===== src/rtl/dot_accum_if.sv =====
// Stream interface for dot_accum: beat input channel and result output channel.
interface dot_accum_if #(
   parameter int DATA_W = 8,
   parameter int ACC_W  = 32,
   parameter int CNT_W  = 16
);
   logic                     in_valid;
   logic                     in_ready;
   logic signed [DATA_W-1:0] in_act;
   logic signed [DATA_W-1:0] in_wgt;
   logic                     in_last;
   logic                     out_valid;
   logic                     out_ready;
   logic signed [ACC_W-1:0]  out_acc;
   logic [CNT_W-1:0]         out_len;

   // Producer of beats and consumer of results.
   modport master (
      output in_valid, in_act, in_wgt, in_last, out_ready,
      input  in_ready, out_valid, out_acc, out_len
   );

   // The accumulator itself.
   modport slave (
      input  in_valid, in_act, in_wgt, in_last, out_ready,
      output in_ready, out_valid, out_acc, out_len
   );
endinterface


===== src/rtl/dot_accum.sv =====
// Zero-point corrected dot-product accumulator. Beats stream in, one signed
// (act - zp) * wgt product per beat; the group sum (plus bias) is emitted one
// cycle after the last beat, held until consumed.
module dot_accum #(
   parameter int DATA_W = 8,
   parameter int ACC_W  = 32,
   parameter int CNT_W  = 16
) (
   input  logic                     clk,
   input  logic                     rst,
   dot_accum_if.slave               bus,
   input  logic signed [DATA_W-1:0] zp_in,
   input  logic signed [ACC_W-1:0]  bias,
   output logic                     busy
);
   localparam int PW = 2*DATA_W + 1;
   localparam logic [CNT_W-1:0] CNT_MAX = '1;
   localparam logic [CNT_W-1:0] CNT_ONE = CNT_W'(1);

   typedef enum logic {IDLE, ACCUM} state_t;

   state_t                  state, state_nxt;
   logic signed [DATA_W:0]  diff;
   logic signed [PW-1:0]    diff_x, wgt_x, prod;
   logic signed [ACC_W-1:0] p_ext, base, sum, acc;
   logic [CNT_W-1:0]        cnt, cnt_nxt;
   logic                    fire;
   logic                    out_valid_q;
   logic signed [ACC_W-1:0] out_acc_q;
   logic [CNT_W-1:0]        out_len_q;

   // A held result blocks new beats only while the consumer stalls.
   assign bus.in_ready  = !out_valid_q || bus.out_ready;
   assign fire          = bus.in_valid && bus.in_ready;
   assign bus.out_valid = out_valid_q;
   assign bus.out_acc   = out_acc_q;
   assign bus.out_len   = out_len_q;
   assign busy          = (state == ACCUM);

   // One extra bit keeps act - zp exact; the product is exact in 2*DATA_W+1 bits.
   assign diff   = $signed({bus.in_act[DATA_W-1], bus.in_act}) - $signed({zp_in[DATA_W-1], zp_in});
   assign diff_x = PW'(diff);
   assign wgt_x  = PW'(bus.in_wgt);
   assign prod   = diff_x * wgt_x;
   assign p_ext  = ACC_W'(prod);

   // Bias seeds the first beat of a group; later beats build on the running sum.
   assign base    = (state == ACCUM) ? acc : bias;
   assign sum     = base + p_ext;
   assign cnt_nxt = (state == IDLE) ? CNT_ONE : ((cnt == CNT_MAX) ? cnt : cnt + CNT_ONE);

   // State register.
   always_ff @(posedge clk) begin
      if (rst) state <= IDLE;
      else     state <= state_nxt;
   end

   // Next state: a group opens on a non-last beat and closes on its last beat.
   always_comb begin
      state_nxt = state;
      if (fire) state_nxt = bus.in_last ? IDLE : ACCUM;
   end

   // Running sum, beat count and the held result.
   always_ff @(posedge clk) begin
      if (rst) begin
         acc         <= '0;
         cnt         <= '0;
         out_valid_q <= 1'b0;
         out_acc_q   <= '0;
         out_len_q   <= '0;
      end else begin
         if (out_valid_q && bus.out_ready) out_valid_q <= 1'b0;
         if (fire) begin
            if (bus.in_last) begin
               out_acc_q   <= sum;
               out_len_q   <= cnt_nxt;
               out_valid_q <= 1'b1;
            end else begin
               acc <= sum;
               cnt <= cnt_nxt;
            end
         end
      end
   end
endmodule

===== src/flat_wrapper.sv =====
// flat-port wrapper written by rule: the top's interface ports become plain ports
module dot_accum_flat 
#(
   parameter int DATA_W = 8,
   parameter int ACC_W  = 32,
   parameter int CNT_W  = 16
)
  (clk, rst, zp_in, bias, busy, bus_in_valid, bus_in_act, bus_in_wgt, bus_in_last, bus_out_ready, bus_in_ready, bus_out_valid, bus_out_acc, bus_out_len);
  dot_accum_if #(.DATA_W(DATA_W), .ACC_W(ACC_W), .CNT_W(CNT_W)) bus_i ();
  input  logic clk;
  input  logic rst;
  input  logic signed [DATA_W-1:0] zp_in;
  input  logic signed [ACC_W-1:0] bias;
  output logic busy;
  input wire logic [$bits(bus_i.in_valid)-1:0] bus_in_valid;
  input wire logic [$bits(bus_i.in_act)-1:0] bus_in_act;
  input wire logic [$bits(bus_i.in_wgt)-1:0] bus_in_wgt;
  input wire logic [$bits(bus_i.in_last)-1:0] bus_in_last;
  input wire logic [$bits(bus_i.out_ready)-1:0] bus_out_ready;
  output wire logic [$bits(bus_i.in_ready)-1:0] bus_in_ready;
  output wire logic [$bits(bus_i.out_valid)-1:0] bus_out_valid;
  output wire logic [$bits(bus_i.out_acc)-1:0] bus_out_acc;
  output wire logic [$bits(bus_i.out_len)-1:0] bus_out_len;
  assign bus_i.in_valid = bus_in_valid;
  assign bus_i.in_act = bus_in_act;
  assign bus_i.in_wgt = bus_in_wgt;
  assign bus_i.in_last = bus_in_last;
  assign bus_i.out_ready = bus_out_ready;
  assign bus_in_ready = bus_i.in_ready;
  assign bus_out_valid = bus_i.out_valid;
  assign bus_out_acc = bus_i.out_acc;
  assign bus_out_len = bus_i.out_len;
  dot_accum #(.DATA_W(DATA_W), .ACC_W(ACC_W), .CNT_W(CNT_W)) u_core (.clk(clk), .rst(rst), .bus(bus_i), .zp_in(zp_in), .bias(bias), .busy(busy));
endmodule

===== config.mk =====
export PLATFORM = sky130hd
export DESIGN_NAME = dot_accum_flat
export DESIGN_NICKNAME = d
export VERILOG_FILES = /design/src/rtl/dot_accum_if.sv /design/src/rtl/dot_accum.sv /design/src/flat_wrapper.sv
export SDC_FILE = /design/constraint.sdc
export NUM_CORES = 1
export LEC_CHECK = 0
export BUFFER_PORTS_ARGS = -buffer_cell sky130_fd_sc_hd__buf_2
export CAP_MARGIN = 20
export CORE_MARGIN = 2
export CORE_UTILIZATION = 49
export CTS_BUF_LIST = sky130_fd_sc_hd__clkbuf_4
export DETAILED_ROUTE_END_ITERATION = 8
export PLACE_DENSITY = 0.71
export SLEW_MARGIN = 20
export SYNTH_ARGS = -nofsm -noshare
export SYNTH_HDL_FRONTEND = slang
export SYNTH_SLANG_ARGS = --single-unit

===== constraint.sdc =====
create_clock -name clk -period 19.4 [get_ports clk]
set_clock_uncertainty 0.15 [all_clocks]
set_input_delay 2.91 -clock clk [delete_from_list [all_inputs] [get_ports clk]]
set_output_delay 2.91 -clock clk [all_outputs]
set_load 0.02 [all_outputs]

==> run summary, run 1 <==
Avg Inst Size Synth = 9.49 um^2
Number of nets in the layout = 1402
Clock sink count = 98
Drt pass-1 iters = 5
Time the worst path needs with I/O delays and setup = 9.89 ns
Number of port buffers = 111
Width of the chip = 145 um
Hold Vio Cnt, Final = 0
Cell at the root of the clock tree = sky130_fd_sc_hd__clkbuf_4
Floorplan Core Area = 19500 um^2
Via count = 7404
All-Layer GR Usage = 22.0%
Final wirelength = 22500 um
Syn_nets = 1312
Cell area after synthesis = 9790 um^2
Status = finished, final reports clean
Synth Warn # = 0
Site Rows = 51
Critical path fanouts, max = 13
Number of flops mapped to enable cells by yosys = 0
Count of antenna-violating nets left after detailed routing = 0
Count of cells resized by post-cts repair = 0
Commonest non-fill, non-tap cell in the layout = sky130_fd_sc_hd__fa_1
Path type of the worst min-delay path = flop to flop
Rel. slew slack = 42.9%
Number of buffers created by CTS = 9
Category of the worst setup path capture point = flop
Latest clock arrival within the worst-skew pair = 0.50 ns
Die outline height = 145 um
Post-cts hold buffer count = 0
Class of the most critical setup path = input port to flop
Via-to-Cell Ratio = 5.32
Number of filler cells placed in the layout = 1809
Register area = 1960 um^2
Starting utilization of the core area = 50.2%
Setup repair after global routing missed its margin = false
Final count of negative-setup-slack endpoints = 0
Total gr overflow = 0
DRC violations left = 0
Number of register bits inferred by synthesis = 98
Final max-slew violation count = 0
Required @ worst endpoint = 19.69 ns
Count of pins on the block boundary = 112
Gate Count Post-Synth = 1032
Post-synthesis sequential area ratio = 20.0%
Fraction of layout instances using a drive strength above 1 = 13.7%
Highest clock frequency the design can meet = 0.101 GHz
Max_cap viols = 0
Distinct cell type count of the synthesized netlist = 62
Worst endpoint data arrival time = 10.18 ns
Average wire length per cell after detail routing = 16.1 um
Multi-input combinational cell area = 7240 um^2
DRC marker count from the first detailed-route iteration = 335
Via count of the first global-routing pass = 7497
Layout area overhead = 9.54%
Maximum number of pins on one net before global-route repair = 58
Startpoint kind of the worst setup timing path = input port
H-tree depth = 3
Crit path max-delay cell type = sky130_fd_sc_hd__inv_1
Ys async rst share = 0%
TritonCTS clock tree = done
Initial antenna violation count = 1
Period utilization = 51.0%
Top flip-flop cell by instance count after synthesis = sky130_fd_sc_hd__dfxtp_1
First-pass GRT wire length = 37900 um
Largest stage delay on the critical path = 0.60 ns
Most frequent cells in the layout = 140 x sky130_fd_sc_hd__fa_1, 125 x sky130_fd_sc_hd__nand2_1, 120 x sky130_fd_sc_hd__inv_1
CTS clk-pin slew, worst paths = 0.16 ns
Buffers inserted during post-CTS setup optimization = 0
Floorplan die area = 21100 um^2
Placer's final routability congestion estimate = 0.832
Maximum count of clock buffers along a single path = 2
Setup TNS = 0 ns
Cell mode on critical path = sky130_fd_sc_hd__fa_1
Transition time of the tightest slew-check pin = 0.853 ns
Post-DP HPWL = 17400 um
-- final cells by class --
| type | count | area share, % |
|---|---|---|
| antenna | 1 | 0.0233 |
| clock buffer | 9 | 0.630 |
| clock inverter | 7 | 0.560 |
| inverter | 121 | 4.23 |
| multi-input combinational | 774 | 67.5 |
| sequential | 98 | 18.3 |
| tap | 265 | 3.09 |
| timing repair buffer | 118 | 5.67 |
-- final timing paths --
path                                        from                             endpoint  slack, ns  depth (start not counted)
min          u_core.bus.out_len[15]$_SDFFE_PP0P_  u_core.bus.out_len[15]$_SDFFE_PP0P_       0.31                          2
max                                bus_in_act[0]          u_core.acc[29]$_SDFFE_PP0P_       9.51                         29
max reg2reg             u_core.busy$_SDFFE_PP0P_          u_core.acc[29]$_SDFFE_PP0P_      13.11                         18
min reg2reg  u_core.bus.out_len[15]$_SDFFE_PP0P_  u_core.bus.out_len[15]$_SDFFE_PP0P_       0.31                          2
-- cells in the mapped netlist (all sizes together), types with 2 or more instances --
library cell | instances | area (um^2)
o2111ai | 2 | 17.5
nand3 | 15 | 87.6
and2 | 35 | 219
nor3 | 7 | 35.0
mux2i | 30 | 300
o21bai | 10 | 75.1
nor2b | 15 | 93.8
xnor2 | 30 | 263
dfxtp | 98 | 1960
nand2 | 125 | 469
a211oi | 8 | 60.1
nand3b | 2 | 15.0
inv | 120 | 450
nor2 | 42 | 158
ha | 79 | 988
a211o | 2 | 17.5
nand4 | 7 | 50.1
a31oi | 4 | 25.0
o21ai | 33 | 173
nor3b | 2 | 15.0
xor2 | 19 | 166
buf | 11 | 51.3
a22o | 30 | 263
mux2 | 4 | 45.0
a2111oi | 2 | 37.5
and4 | 3 | 26.3
a22oi | 4 | 30.0
a21o | 18 | 135
a2bb2oi | 2 | 17.5
fa | 140 | 2800
a21boi | 2 | 15.0
o211ai | 5 | 52.6
nand2b | 9 | 56.3
o21a | 2 | 15.0
a21oi | 69 | 353
and3 | 3 | 18.8
clkbuf | 28 | 105
-- critical path: cells and delay by family --
kind,cells,cell delay (ns)
adder cells (fa/ha/maj),8,3.25
buffers and inverters,4,0.80
AND/OR/NAND/NOR,5,0.76
AO/OA/AOI/OAI,12,2.43
-- kinds of logic after synthesis --
kind of cell / count (synthesis) / share of synthesized area (%)
multiplexers: 34 / 3.53
flip-flops: 98 / 20.0
buffers and inverters: 160 / 6.23
AO/OA/AOI/OAI: 201 / 14.0
AND/OR/NAND/NOR: 271 / 13.2
XOR/XNOR: 49 / 4.38
adder cells (fa/ha/maj): 219 / 38.7
-- metrics by stage --
| step | std cells | util (%) | worst slack, ns | cell area, um^2 | hold WS [ns] |
|---|---|---|---|---|---|
| after detailed placement | 1376 | 54.3 | 8.98 | 10600 | 0.289 |
| final | 1393 | 54.9 | 9.51 | 10700 | 0.307 |
| after CTS | 1392 | 54.9 | 9.48 | 10700 | 0.309 |
| after global placement | 1376 | 54.3 | 9.19 | 10600 | 0.284 |
| after global routing | 1393 | 54.9 | 8.92 | 10700 | 0.337 |
| after floorplan | 1032 | - | 9.52 | 9790 | 0.283 |
-- registers in the layout, summed over array words and instances (netlist names) --
register	count
u_core.acc	32
u_core.bus.out_acc	32
u_core.bus.out_valid	1
u_core.busy	1
u_core.cnt	16
u_core.bus.out_len	16
-- routing by layer --
layer | GRT usage [%] | share of wire (%)
met2 | 36.8 | 48
met5 | 0 | 0
met1 | 30.2 | 47
met3 | 2.35 | 3.3
met4 | 6.86 | 2.2
Power of run 1 is left out: the tool's default activity adds up to more than one toggle a clock period on the data nets, which glitch-free logic cannot reach.
==> inputs of run 2 (changes only) <==
==> constraint.sdc (replaced) <==
create_clock -name clk -period 10.3 [get_ports clk]
set_clock_uncertainty 0.15 [all_clocks]
set_input_delay 1.545 -clock clk [delete_from_list [all_inputs] [get_ports clk]]
set_output_delay 1.545 -clock clk [all_outputs]
set_load 0.02 [all_outputs]
==> run 2 against run 1 <==
  * Sequential share of layout area about the same
  * Flip-flop and latch count unchanged
  * Critical path depth unchanged
  * Global-route usage increased by 0.38 points
  * Worst setup slack lost 7.9 ns
  * Final area is 0.20% higher
  * Wire length decreased by 1.4%
  * Register-to-register slack worse by 9.4 ns
  * Non-clock buffer count is the same
==> run summary, run 2 (same netlist as run 1, synthesis figures left out) <==
Fraction of met3 tracks used by global routing = 3.61%
Number of buffers created by CTS = 9
Startpoint of the most critical setup path = bus_in_act[0]
Width of the chip = 145 um
Via count of the first global-routing pass = 7462
Final wirelength = 22100 um
CTS clk-pin slew, worst paths = 0.16 ns
Commonest non-fill, non-tap cell in the layout = sky130_fd_sc_hd__fa_1
Multi-input combinational cell area = 7240 um^2
Launch instance of the worst min-delay path = u_core.bus.out_len[15]$_SDFFE_PP0P_
M2 GR Usage = 35.2%
Largest stage delay on the critical path = 0.62 ns
Fraction of layout instances using a drive strength above 1 = 13.7%
DRC violations left = 0
Maximum number of pins on one net before global-route repair = 58
Setup TNS = 0 ns
Initial antenna violation count = 1
Cell at the root of the clock tree = sky130_fd_sc_hd__clkbuf_4
Final count of negative-setup-slack endpoints = 0
Post-route cell area = 10700 um^2
Class of the most critical setup path = input port to flop
Max_cap viols = 0
Instance area at placement = 10600 um^2
Drt pass-1 iters = 4
Most frequent cells in the layout = 140 x sky130_fd_sc_hd__fa_1, 125 x sky130_fd_sc_hd__nand2_1, 120 x sky130_fd_sc_hd__inv_1
Highest clock frequency the design can meet = 0.115 GHz
Critical register-to-register path startpoint = u_core.busy$_SDFFE_PP0P_
Status = finished, final reports clean
Category of the worst setup path capture point = flop
Hold Vio Cnt, Final = 0
Filler-free cell count of the finished design = 1393
Final max-slew violation count = 0
Time the worst path needs with I/O delays and setup = 8.69 ns
Required @ worst endpoint = 10.59 ns
Period utilization = 84.4%
TritonCTS clock tree = done
Count of antenna-violating nets left after detailed routing = 0
Placer's final routability congestion estimate = 0.853
Highest-utilization routing layer at the global route stage = met2
Global Route met1 Usage = 32.0%
Cell mode on critical path = sky130_fd_sc_hd__fa_1
Rel. slew slack = 44.8%
Count of cells resized by post-cts repair = 0
Startpoint kind of the worst setup timing path = input port
Post-Place Worst Slack = 1.06 ns
Family with the most delay on the worst path = adder cells
Number of port buffers = 111
Average wire length per cell after detail routing = 15.9 um
Via count = 7368
Number of nets in the layout = 1402
Via-to-Cell Ratio = 5.29
First-pass GRT wire length = 38600 um
Worst endpoint data arrival time = 8.98 ns
H-tree depth = 3
Floorplan Core Area = 19500 um^2
Die outline height = 145 um
Post-DP HPWL = 17700 um
Register area = 1960 um^2
Placed cell count = 1376
Floorplan die area = 21100 um^2
Clock sink count = 98
Starting utilization of the core area = 50.2%
Site Rows = 51
Maximum count of clock buffers along a single path = 2
Transition time of the tightest slew-check pin = 0.827 ns
Latest clock arrival within the worst-skew pair = 0.50 ns
Number of filler cells placed in the layout = 1792
Post-cts hold buffer count = 0
Layout area overhead = 9.76%
Path type of the worst min-delay path = flop to flop
Count of pins on the block boundary = 112
Critical path fanouts, max = 14
Total gr overflow = 0
All-Layer GR Usage = 22.3%
Final Worst Setup Slack = 1.61 ns
DRC marker count from the first detailed-route iteration = 295
Crit path max-delay cell type = sky130_fd_sc_hd__inv_1
Setup repair after global routing missed its margin = false
Buf+Inv Stages, Crit Path = 4
Buffers inserted during post-CTS setup optimization = 0
[run 2: cell type report]
type                            count  area share, %
Antenna cell                        1         0.0233
Tap cell                          265           3.08
Clock inverter                      7          0.640
Multi-Input combinational cell    774           67.4
Sequential cell                    98           18.3
Clock buffer                        9          0.629
Timing Repair Buffer              118           5.77
Inverter                          121           4.23
[run 2: metrics by stage]
step           hold slack [ns]  utilization [%]
2_1_floorplan            0.283                -
5_1_grt                  0.334             55.0
4_1_cts                  0.304             55.0
3_3_place_gp             0.281             54.2
3_5_place_dp             0.282             54.3
6_report                 0.299             55.0
[run 2: path summary, 6_finish.rpt]
kind	end	slack, ns	cells past startpoint
worst max-delay path	u_core.acc[29]$_SDFFE_PP0P_	1.61	29
worst min-delay path	u_core.bus.out_len[15]$_SDFFE_PP0P_	0.30	2
worst max register to register	u_core.acc[29]$_SDFFE_PP0P_	3.74	18
worst min register to register	u_core.bus.out_len[15]$_SDFFE_PP0P_	0.30	2
[run 2: worst register-to-register path: stages (launching register included)]
cell and delay (ns):
sky130_fd_sc_hd__dfxtp_2 0.83, sky130_fd_sc_hd__buf_4 0.48, sky130_fd_sc_hd__mux2i_1 0.37, sky130_fd_sc_hd__fa_1 0.44, sky130_fd_sc_hd__inv_1 0.08, sky130_fd_sc_hd__fa_1 0.44
sky130_fd_sc_hd__fa_1 0.52, sky130_fd_sc_hd__fa_1 0.49, sky130_fd_sc_hd__ha_1 0.30, sky130_fd_sc_hd__ha_1 0.38, sky130_fd_sc_hd__a21oi_1 0.18, sky130_fd_sc_hd__o21ai_1 0.13
sky130_fd_sc_hd__a2111oi_1 0.57, sky130_fd_sc_hd__o211ai_2 0.23, sky130_fd_sc_hd__nand2_1 0.14, sky130_fd_sc_hd__o31a_1 0.20, sky130_fd_sc_hd__o21ai_2 0.10, sky130_fd_sc_hd__nor4b_1 0.32
sky130_fd_sc_hd__a211o_1 0.15
[run 2: routing by layer]
layer	wire (um)	vias to the layer above
li1	-	3589
met1	10500	3574
met4	454	0
met3	949	33
met2	10200	172
met5	0	-
Power of run 2 is left out for the same reason.
==> inputs of run 3 (changes only) <==
--- a/config.mk
+++ b/config.mk
@@ -5,13 +5,14 @@
 export SDC_FILE = /design/constraint.sdc
 export NUM_CORES = 1
 export LEC_CHECK = 0
+export ABC_AREA = 1
 export BUFFER_PORTS_ARGS = -buffer_cell sky130_fd_sc_hd__buf_2
 export CAP_MARGIN = 20
 export CORE_MARGIN = 2
 export CORE_UTILIZATION = 49
 export CTS_BUF_LIST = sky130_fd_sc_hd__clkbuf_4
 export DETAILED_ROUTE_END_ITERATION = 8
-export PLACE_DENSITY = 0.71
+export PLACE_DENSITY = 0.73
 export SLEW_MARGIN = 20
 export SYNTH_ARGS = -nofsm -noshare
 export SYNTH_HDL_FRONTEND = slang
==> constraint.sdc (replaced) <==
create_clock -name clk -period 7.35 [get_ports clk]
set_clock_uncertainty 0.15 [all_clocks]
set_input_delay 1.1025 -clock clk [delete_from_list [all_inputs] [get_ports clk]]
set_output_delay 1.1025 -clock clk [all_outputs]
set_load 0.02 [all_outputs]
==> run 3 against run 2 <==
  * Worst hold slack gained 0.0084 ns
  * Cell count grew 31%
  * Via count grew 28%
  * Die area grew 10%
  * First-iteration DRC count grew 130%
==> run summary, run 3 <==
Class of the most critical setup path = input port to flop
All-Layer GR Usage = 25.0%
DRC violations left = 0
Buffers inserted during post-CTS setup optimization = 0
Worst endpoint data arrival time = 7.07 ns
Number of buffers created by CTS = 9
Number of flops mapped to enable cells by yosys = 0
Floorplan Core Area = 21800 um^2
Family with the most delay on the worst path = adder cells
Critical path fanouts, max = 8
Required @ worst endpoint = 7.62 ns
Number of filler cells placed in the layout = 2126
TritonCTS clock tree = done
Count of cells resized by post-cts repair = 0
Number of nets in the layout = 1820
Transition time of the tightest slew-check pin = 0.935 ns
Total gr overflow = 0
Via-to-Cell Ratio = 5.16
Cell types with the highest counts after synthesis = 355 x sky130_fd_sc_hd__nand2_1, 284 x sky130_fd_sc_hd__inv_1, 140 x sky130_fd_sc_hd__fa_1
Cell accounting for the most synthesized area = sky130_fd_sc_hd__fa_1
Register area = 1960 um^2
Max_cap viols = 0
Cell area after synthesis = 10800 um^2
First-pass GRT wire length = 47000 um
Layout area overhead = 10.3%
Status = finished, final reports clean
Fraction of synthesized cell area taken by the top area cell type = 26.0%
Avg Inst Size Synth = 7.54 um^2
Final wirelength = 27800 um
Post-DP HPWL = 22900 um
Floorplan die area = 23200 um^2
Post-cts hold buffer count = 0
Setup TNS = 0 ns
DRC marker count from the first detailed-route iteration = 667
Syn_nets = 1713
Category of the worst setup path capture point = flop
Highest clock frequency the design can meet = 0.147 GHz
Fraction of layout instances using a drive strength above 1 = 12.5%
Logic depth of the worst path, buffers included = 27
Number of cell instances on the worst register-to-register path = 18
Buf+Inv Stages, Crit Path = 6
Latest clock arrival within the worst-skew pair = 0.49 ns
Cells taking the most area after synthesis = sky130_fd_sc_hd__fa_1 26%, sky130_fd_sc_hd__dfxtp_1 18%, sky130_fd_sc_hd__nand2_1 12%
Most instantiated library cell after synthesis = sky130_fd_sc_hd__nand2_1
Final max-slew violation count = 0
Placer's final routability congestion estimate = 0.938
Time the worst path needs with I/O delays and setup = 6.80 ns
Post-synthesis sequential area ratio = 18.2%
Commonest non-fill, non-tap cell in the layout = sky130_fd_sc_hd__nand2_1
Rel. slew slack = 37.6%
Via count = 9423
Gate Count Post-Synth = 1433
Via count of the first global-routing pass = 9507
Ys async rst share = 0%
Site Rows = 54
Startpoint kind of the worst setup timing path = input port
Instance count along the most critical hold path = 2
Setup repair after global routing missed its margin = false
Clock sink count = 98
Maximum count of clock buffers along a single path = 2
Path type of the worst min-delay path = flop to flop
H-tree depth = 3
Multi-input combinational cell area = 7570 um^2
Synth Warn # = 0
Count of pins on the block boundary = 112
Drt pass-1 iters = 5
Most frequent cells in the layout = 355 x sky130_fd_sc_hd__nand2_1, 284 x sky130_fd_sc_hd__inv_1, 140 x sky130_fd_sc_hd__fa_1
Average wire length per cell after detail routing = 15.2 um
Count of antenna-violating nets left after detailed routing = 0
Period utilization = 92.5%
Final count of negative-setup-slack endpoints = 0
Initial antenna violation count = 1
Width of the chip = 152 um
CTS clk-pin slew, worst paths = 0.17 ns
Die outline height = 152 um
Top flip-flop cell by instance count after synthesis = sky130_fd_sc_hd__dfxtp_1
Maximum number of pins on one net before global-route repair = 61
Number of register bits inferred by synthesis = 98
Distinct cell type count of the synthesized netlist = 41
Cell at the root of the clock tree = sky130_fd_sc_hd__clkbuf_4
Starting utilization of the core area = 49.6%
Crit path max-delay cell type = sky130_fd_sc_hd__fa_1
Number of port buffers = 111
Largest stage delay on the critical path = 0.68 ns
Hold Vio Cnt, Final = 0
run 3: changes by cell type after synthesis, sizes merged, moves of 19 or more:
cell / previous run / this run
nand2: 125 / 359
o21ai: 33 / 100
inv: 120 / 293
mux2i: 30 / 6
xnor2: 30 / 11
nor2: 42 / 100
and2: 35 / 2
nand3: 15 / 58
a22o: 30 / 10
run 3: worst paths after layout:
check	startpoint	endpoint	slack, ns
hold reg to reg	u_core.acc[0]$_SDFFE_PP0P_	u_core.acc[0]$_SDFFE_PP0P_	0.31
setup / recovery	bus_in_act[0]	u_core.acc[22]$_SDFFE_PP0P_	0.55
setup reg to reg	u_core.busy$_SDFFE_PP0P_	u_core.acc[20]$_SDFFE_PP0P_	1.71
hold / removal	u_core.acc[0]$_SDFFE_PP0P_	u_core.acc[0]$_SDFFE_PP0P_	0.31
run 3: layout make-up:
class | count | area share [%]
Antenna cell | 1 | 0.0210
Multi-Input combinational cell | 1006 | 63.6
Clock inverter | 7 | 0.704
Sequential cell | 98 | 16.5
Clock buffer | 9 | 0.567
Timing Repair Buffer | 130 | 6.39
Tap cell | 280 | 2.94
Inverter | 295 | 9.30
run 3: worst min-delay path, cell delays in order, from the launching register on:
cell and delay [ns]:
sky130_fd_sc_hd__dfxtp_1 0.32, sky130_fd_sc_hd__inv_1 0.05, sky130_fd_sc_hd__a21oi_1 0.05
run 3: cell families after synthesis:
kind of cell / count (synthesis) / synth area share (%)
buffers and inverters: 329 / 11.7
multiplexers: 6 / 0.556
adder cells (fa/ha/maj): 219 / 35.1
AND/OR/NAND/NOR: 557 / 21.8
AO/OA/AOI/OAI: 200 / 10.7
XOR/XNOR: 24 / 1.95
flip-flops: 98 / 18.2
run 3: metal layers:
layer  share of wire (%)  vias to the layer above  track usage (%)
met5                   0                        -                0
met4                 2.6                        0             6.61
met3                 5.8                       50             3.04
met2                  48                      300             43.2
met1                  44                     4427             33.4
li1                    -                     4646                -
run 3: metrics by stage:
stage          setup WS, ns  cell area [um^2]  hold slack [ns]  utilization [%]  instances
3_5_place_dp          0.108             11800            0.291             54.0       1809
5_1_grt               0.133             11900            0.338             54.7       1826
2_1_floorplan         0.214             10800            0.274                -       1433
3_3_place_gp          0.157             11800            0.286             54.0       1809
4_1_cts               0.606             11900            0.313             54.7       1825
6_report              0.552             11900            0.308             54.7       1826
Power of run 3 is left out for the same reason.
